## src/rtl/pkt_sched_pkg.sv

```systemverilog
// Shared types and constants for the packet stream scheduler.
// Imported by the scheduler top and its round-robin arbiter.
package pkt_sched_pkg;

  typedef enum logic [2:0] {
    S_IDLE,
    S_ARB,
    S_LAUNCH,
    S_WAIT_TX,
    S_GAP,
    S_DONE
  } sched_state_t;

  typedef struct packed {
    logic [31:0] src_ip;
    logic [31:0] dst_ip;
    logic [15:0] src_port;
    logic [15:0] dst_port;
    logic [15:0] pkt_len;
    logic        ipv6;
    logic [15:0] pkt_count;
  } flow_desc_t;

  localparam int          MIN_GAP_DEF     = 2;
  localparam logic [95:0] IPV6_PREFIX_DEF =
    96'hFD00_0000_0000_0000_0000_0000;

  // Gap counter load value: the final gap cycle is counted separately.
  function automatic logic [15:0] gap_load(
    input logic [15:0] req,
    input logic [15:0] floor
  );
    return ((req < floor) ? floor : req) - 16'd1;
  endfunction

endpackage

```

## src/rtl/rr_arbiter.sv

```systemverilog
// Combinational round-robin pick: first requester after last_grant.
// The parent registers grant_idx.
module rr_arbiter #(
  parameter int N = 4
) (
  input  logic [N-1:0]         req,
  input  logic [$clog2(N)-1:0] last_grant,
  output logic [$clog2(N)-1:0] grant_idx,
  output logic                 grant_valid
);

  localparam int IW = $clog2(N);

  always_comb begin
    int j;
    j           = 0;
    grant_idx   = '0;
    grant_valid = 1'b0;
    for (int k = 1; k <= N; k++) begin
      j = int'(last_grant) + k;
      if (j >= N) j = j - N;
      if (!grant_valid && req[j]) begin
        grant_valid = 1'b1;
        grant_idx   = IW'(j);
      end
    end
  end

endmodule

```

## src/rtl/pkt_stream_scheduler.sv

```systemverilog
// Round-robin packet scheduler driving a single-packet UDP generator
// across a set of programmed flow descriptors.
module pkt_stream_scheduler
  import pkt_sched_pkg::*;
#(
  parameter int          NUM_STREAMS = 4,
  parameter int          TX_TIMEOUT  = 1024,
  parameter int          MIN_GAP     = MIN_GAP_DEF,
  parameter logic [95:0] IPV6_PREFIX = IPV6_PREFIX_DEF
) (
  input  logic                           clk,
  input  logic                           reset,
  input  logic                           start,
  input  logic                           abort,
  input  logic                           cfg_wr_en,
  input  logic [$clog2(NUM_STREAMS)-1:0] cfg_wr_idx,
  input  logic [31:0]                    cfg_src_ip,
  input  logic [31:0]                    cfg_dst_ip,
  input  logic [15:0]                    cfg_src_port,
  input  logic [15:0]                    cfg_dst_port,
  input  logic [15:0]                    cfg_pkt_len,
  input  logic                           cfg_ipv6,
  input  logic [15:0]                    cfg_pkt_count,
  input  logic [15:0]                    gap_cycles,
  output logic                           gen_enable,
  output logic [31:0]                    gen_src_ip,
  output logic [31:0]                    gen_dst_ip,
  output logic [15:0]                    gen_src_port,
  output logic [15:0]                    gen_dst_port,
  output logic [15:0]                    gen_packet_length,
  output logic                           gen_ipv6_mode,
  output logic [127:0]                   gen_src_ipv6,
  output logic [127:0]                   gen_dst_ipv6,
  input  logic                           mon_tvalid,
  input  logic                           mon_tready,
  input  logic                           mon_tlast,
  output logic                           busy,
  output logic                           done,
  output logic                           tx_err,
  output logic [$clog2(NUM_STREAMS)-1:0] cur_stream,
  output logic [31:0]                    total_sent
);

  localparam int IW = $clog2(NUM_STREAMS);
  localparam int TW = $clog2(TX_TIMEOUT + 1);

  sched_state_t state, state_next;

  flow_desc_t  desc      [NUM_STREAMS];
  logic [15:0] remaining [NUM_STREAMS];

  logic [NUM_STREAMS-1:0] req;
  logic [IW-1:0]          last_grant;
  logic [IW-1:0]          arb_idx;
  logic                   arb_valid;
  logic [TW-1:0]          tcnt;
  logic [15:0]            gap_cnt;

  logic ld_run, grant, launch;
  logic tx_ok, tx_to, gap_dec, done_set;
  logic wr_ok, pkt_end;

  assign wr_ok   = cfg_wr_en && (state == S_IDLE);
  assign pkt_end = mon_tvalid && mon_tready && mon_tlast;
  assign busy    = (state != S_IDLE);

  always_comb begin
    for (int i = 0; i < NUM_STREAMS; i++) begin
      req[i] = |remaining[i];
    end
  end

  rr_arbiter #(
    .N (NUM_STREAMS)
  ) u_arb (
    .req         (req),
    .last_grant  (last_grant),
    .grant_idx   (arb_idx),
    .grant_valid (arb_valid)
  );

  always_ff @(posedge clk) begin
    if (reset) state <= S_IDLE;
    else       state <= state_next;
  end

  always_comb begin
    state_next = state;
    ld_run     = 1'b0;
    grant      = 1'b0;
    launch     = 1'b0;
    tx_ok      = 1'b0;
    tx_to      = 1'b0;
    gap_dec    = 1'b0;
    done_set   = 1'b0;
    if (abort) begin
      state_next = S_IDLE;
    end else begin
      unique case (state)
        S_IDLE: begin
          if (start) begin
            ld_run     = 1'b1;
            state_next = S_ARB;
          end
        end
        S_ARB: begin
          grant      = arb_valid;
          state_next = arb_valid ? S_LAUNCH : S_DONE;
        end
        S_LAUNCH: begin
          launch     = 1'b1;
          state_next = S_WAIT_TX;
        end
        S_WAIT_TX: begin
          if (pkt_end) begin
            tx_ok      = 1'b1;
            state_next = S_GAP;
          end else if (tcnt == TW'(TX_TIMEOUT - 1)) begin
            tx_to      = 1'b1;
            state_next = S_GAP;
          end
        end
        S_GAP: begin
          // Last gap cycle also arbitrates, so enable-low time equals the gap.
          if (gap_cnt <= 16'd1) begin
            grant      = arb_valid;
            state_next = arb_valid ? S_LAUNCH : S_DONE;
          end else begin
            gap_dec = 1'b1;
          end
        end
        S_DONE: begin
          done_set   = 1'b1;
          state_next = S_IDLE;
        end
        default: state_next = S_IDLE;
      endcase
    end
  end

  always_ff @(posedge clk) begin
    if (reset) begin
      for (int i = 0; i < NUM_STREAMS; i++) begin
        desc[i]      <= '0;
        remaining[i] <= '0;
      end
      last_grant        <= IW'(NUM_STREAMS - 1);
      cur_stream        <= '0;
      gen_enable        <= 1'b0;
      gen_src_ip        <= '0;
      gen_dst_ip        <= '0;
      gen_src_port      <= '0;
      gen_dst_port      <= '0;
      gen_packet_length <= '0;
      gen_ipv6_mode     <= 1'b0;
      gen_src_ipv6      <= '0;
      gen_dst_ipv6      <= '0;
      done              <= 1'b0;
      tx_err            <= 1'b0;
      total_sent        <= '0;
      tcnt              <= '0;
      gap_cnt           <= '0;
    end else begin
      done <= done_set;
      if (wr_ok && (int'(cfg_wr_idx) < NUM_STREAMS)) begin
        desc[cfg_wr_idx] <= '{
          src_ip:    cfg_src_ip,
          dst_ip:    cfg_dst_ip,
          src_port:  cfg_src_port,
          dst_port:  cfg_dst_port,
          pkt_len:   cfg_pkt_len,
          ipv6:      cfg_ipv6,
          pkt_count: cfg_pkt_count
        };
      end
      if (abort) begin
        gen_enable <= 1'b0;
        for (int i = 0; i < NUM_STREAMS; i++) begin
          remaining[i] <= '0;
        end
      end else begin
        if (ld_run) begin
          // A same-cycle write lands first, so use its count directly.
          for (int i = 0; i < NUM_STREAMS; i++) begin
            if (wr_ok && (int'(cfg_wr_idx) == i))
              remaining[i] <= cfg_pkt_count;
            else
              remaining[i] <= desc[i].pkt_count;
          end
          total_sent <= '0;
          tx_err     <= 1'b0;
        end
        if (grant) begin
          cur_stream <= arb_idx;
          last_grant <= arb_idx;
        end
        if (launch) begin
          gen_src_ip        <= desc[cur_stream].src_ip;
          gen_dst_ip        <= desc[cur_stream].dst_ip;
          gen_src_port      <= desc[cur_stream].src_port;
          gen_dst_port      <= desc[cur_stream].dst_port;
          gen_packet_length <= desc[cur_stream].pkt_len;
          gen_ipv6_mode     <= desc[cur_stream].ipv6;
          gen_src_ipv6      <= {IPV6_PREFIX, desc[cur_stream].src_ip};
          gen_dst_ipv6      <= {IPV6_PREFIX, desc[cur_stream].dst_ip};
          gen_enable        <= 1'b1;
          tcnt              <= '0;
        end
        if (state == S_WAIT_TX) begin
          tcnt <= tcnt + TW'(1);
        end
        if (tx_ok || tx_to) begin
          gen_enable <= 1'b0;
          gap_cnt    <= gap_load(gap_cycles, 16'(MIN_GAP));
          if (remaining[cur_stream] != 16'd0)
            remaining[cur_stream] <= remaining[cur_stream] - 16'd1;
        end
        if (tx_ok) total_sent <= total_sent + 32'd1;
        if (tx_to) tx_err     <= 1'b1;
        if (gap_dec) gap_cnt  <= gap_cnt - 16'd1;
      end
    end
  end

endmodule

```

## config.mk

```make
export PLATFORM = sky130hd
export DESIGN_NAME = pkt_stream_scheduler
export DESIGN_NICKNAME = d
export VERILOG_FILES = /design/src/rtl/pkt_sched_pkg.sv /design/src/rtl/rr_arbiter.sv /design/src/rtl/pkt_stream_scheduler.sv
export SDC_FILE = /design/constraint.sdc
export NUM_CORES = 1
export LEC_CHECK = 0
export CAP_MARGIN = 40
export CORE_MARGIN = 2
export CORE_UTILIZATION = 55
export DETAILED_ROUTE_END_ITERATION = 16
export PLACE_DENSITY = 0.87
export SYNTH_ARGS = -nofsm -noshare
export SYNTH_HDL_FRONTEND = slang
export SYNTH_HIERARCHICAL = 1
export SYNTH_SLANG_ARGS = --single-unit
```

## constraint.sdc

```tcl
create_clock -name clk -period 15.9 [get_ports clk]
set_input_delay 2.385 -clock clk [delete_from_list [all_inputs] [get_ports clk]]
set_output_delay 2.385 -clock clk [all_outputs]
set_load 0.1 [all_outputs]
```

==> run metrics <==
Cells after Synth=2917; Finished Layout Cells=4318; Fillers=3599; RSZ-0062 raised after global routing=no; Via-to-Cell Ratio=5.90; CP Launch Type=input pin; EDFF count, synth=580; Slew Viols, Final=0; Synth Cell Area=0.0344 mm2; peak fanout along the critical path=17; Clock Pin Slew Worst Setup and Hold Paths=0.06 ns; total I/O pin count=562; final design utilization=72.0%; RR Startpoint=state[0]; Num CTS Buffers=78; Internal=3.53 mW; Clock Tree Buf Depth=3; largest net degree at the start of global routing=84; Overall Power=4.78 mW; status=finished clean; combinational share of power=10.9%; Ys Warns=6; GRT overflow=0; peak supply drop=0.0000951 V; Yosys reg bits=765; CP startpoint=abort; Setup WS pre-CTS=9.64 ns; CORE AREA=0.0618 mm2; Syn Area/Cell=11.8 um2; vias in the first global route=25700; Synth Flop Type=edfxtp_1; Finished Cell Area=0.0445 mm2; Critical Path RT=16.14 ns; Setup WS post-layout=10.11 ns; Leak=17.2 nW; R2R setup slack=11.78 ns; Worst Setup EP=remaining[1][9]; Max-slew headroom=37.1%; Min-Delay Startpoint=gen_packet_length[15]; Distinct cells, synth=67; Async SR Flop Fraction=0%; worst-skew pair later-pin latency=0.63 ns; WL per Instance=23.8 um; via count=25500; Area Overhead vs Synth=29.2%; layout cells sized above 1=16.0%; H-tree Lvls=3; Sequential Power Share=47.6%; first-pass GRT wire length=153 mm; fin nets=3569; Tmin final=5.79 ns; Hold WC Path Type=flip-flop to flip-flop; crit path DAT=6.03 ns; Num Clock Sinks=765; setup TNS=0 ns; switching share of power=26.0%; CTS tree=built; dpl cell area=0.0417 mm2; max frequency=173 MHz; gr usage total=31.2%; setup violators final=0; switching power=1.24 mW; part of the Yosys area used for sequential elements=61.3%; final hold viol count=0; Worst R2R Path Depth=9; Port Buf Inserts=383; DIE WIDTH=254 um; Final ANT Viol Nets=0; clock root buffer=clkbuf_16; Fin Hold WS=0.456 ns; initial DRC count=3549; chip height=254 um; drt drc=0; fin crit share=36.4%; Cells after DPL=4164; FF-to-FF End=desc[1][106]; Rows=91; Detailed Place HPWL=65.7 mm; post-CTS setup buffers=0; router iterations before antenna repair=6; cts hold-fix bufs=0; Pwr Density=107 mW/mm2; CP Class=input pin to flip-flop; post-CTS resize count=0; GP Congestion=0.875; share of power burned in the clock network=41.5%; initial antenna violation count=9; Starting Density=55.7%; Worst setup EP type=flip-flop; # Max-Cap Violations=0; Worst Skew=0.0464 ns; Worst-Margin Slew=0.944 ns; wirelength, routed=103 mm; Die Footprint=0.0646 mm2
==> final cells by class <==
type	count	area [um2]	share of cell area [%]
diodes	8	20.0	0.0450
clock buffers	109	2190	4.92
clock inverters	37	602	1.35
inverters	141	529	1.19
multi-input cells	1769	11000	24.6
flip-flops and latches	765	21100	47.5
well taps	837	1050	2.35
repair buffers	652	8020	18.0
==> synthesized netlist by cell type, drive strengths merged (2+ instances only) <==
master / instances / area share (%)
o211ai: 10 / 0.22
a211oi: 4 / 0.087
buf: 287 / 6.0
a311oi: 2 / 0.051
edfxtp: 580 / 51
mux4: 129 / 8.5
dfxtp: 185 / 11
a21oi: 151 / 2.2
ha: 7 / 0.25
and3: 10 / 0.18
o221ai: 2 / 0.069
nand4b: 3 / 0.11
xor2: 19 / 0.48
xnor2: 15 / 0.38
nand2: 408 / 4.4
o31a: 5 / 0.13
o22ai: 64 / 1.2
nor4: 30 / 0.54
clkbuf: 132 / 1.4
nor2: 470 / 5.1
a221oi: 2 / 0.051
a31oi: 6 / 0.11
o311ai: 5 / 0.13
mux2: 10 / 0.33
nor2b: 6 / 0.11
mux2i: 68 / 2.0
o21ai: 15 / 0.22
nor3: 20 / 0.31
or2: 5 / 0.091
or3: 18 / 0.34
and4: 5 / 0.13
a22oi: 2 / 0.044
or4: 6 / 0.13
nand2b: 12 / 0.22
nor3b: 2 / 0.044
nand3b: 7 / 0.15
a211o: 2 / 0.051
o31ai: 2 / 0.044
nand3: 30 / 0.45
a2bb2oi: 3 / 0.076
nand4: 19 / 0.38
and2: 7 / 0.13
inv: 141 / 1.5
==> worst min-delay path by stage <==
stage	endpoint	slack, ns	depth (start not counted)
CTS	gen_packet_length[15]	0.46	2
global placement	gen_src_port[14]	0.44	2
finish	gen_packet_length[15]	0.46	2
detailed placement	gen_packet_length[15]	0.45	2
global route	gen_packet_length[15]	0.48	2
floorplan	tcnt[1]	0.45	2
==> critical path, cell delays in order <==
cell and delay [ns]:
clkdlybuf4s50_1 0.58, nor3b_1 0.83, and2_1 0.30, o21ai_1 0.08, buf_4 0.19, nor3_2 0.38
nand4b_2 0.54, nand2_1 0.73
==> power by group through the flow <==
stage	combinational [mW]	clock, mW	sequential [mW]
after CTS	0.514	1.99	2.27
after floorplan	0.390	0	2.32
after detailed placement	0.509	0	2.31
final	0.522	1.98	2.27
after global routing	0.541	2.06	2.28
after global placement	0.479	0	2.30
==> registers in the layout, summed over array words and instances (netlist names), 2 cells and up, named ones only <==
signal             flops
desc                 516
total_sent            32
gen_packet_length     16
gap_cnt               16
cur_stream             2
tcnt                  11
gen_src_ip            31
gen_dst_ip            31
last_grant             2
gen_src_port          16
remaining             64
gen_dst_ipv6           2
state                  3
gen_dst_port          16
==> cell families (layout without fill, tap and decap cells) <==
kind of cell             Yosys count  in the layout  share of synthesized area (%)
buffers and inverters            560            939                           8.99
adder cells (fa/ha/maj)            7              7                          0.254
AO/OA/AOI/OAI                    282            282                           4.82
multiplexers                     207            207                           10.8
XOR/XNOR                          34             34                          0.865
flip-flops                       765            765                           61.3
AND/OR/NAND/NOR                 1061           1061                           13.0
other                              1            186                         0.0109
==> layout by cell type, fill, tap and decap left out, drive strengths merged, types with 12 or more instances in the layout <==
master / netlist / layout
mux4: 129 / 129
nand2: 408 / 408
o21ai: 15 / 15
bufinv: 0 / 12
nor3: 20 / 20
nand4: 19 / 19
nand3: 30 / 30
nor2: 470 / 470
a21oi: 151 / 151
xnor2: 15 / 15
clkinv: 0 / 22
clkdlybuf4s50: 0 / 382
or3: 18 / 18
inv: 141 / 143
conb: 1 / 178
edfxtp: 580 / 580
clkbuf: 132 / 109
mux2i: 68 / 68
buf: 287 / 270
nand2b: 12 / 12
xor2: 19 / 19
nor4: 30 / 30
o22ai: 64 / 64
dfxtp: 185 / 185
==> layer usage <==
| metal | global-route usage [%] | wire length, um |
|---|---|---|
| met5 | 0 | 34 |
| met4 | 13.7 | 4820 |
| met3 | 7.31 | 11100 |
| met2 | 53.8 | 52800 |
| met1 | 37.5 | 33800 |
No activity file was read; power rests on OpenSTA's default activity.
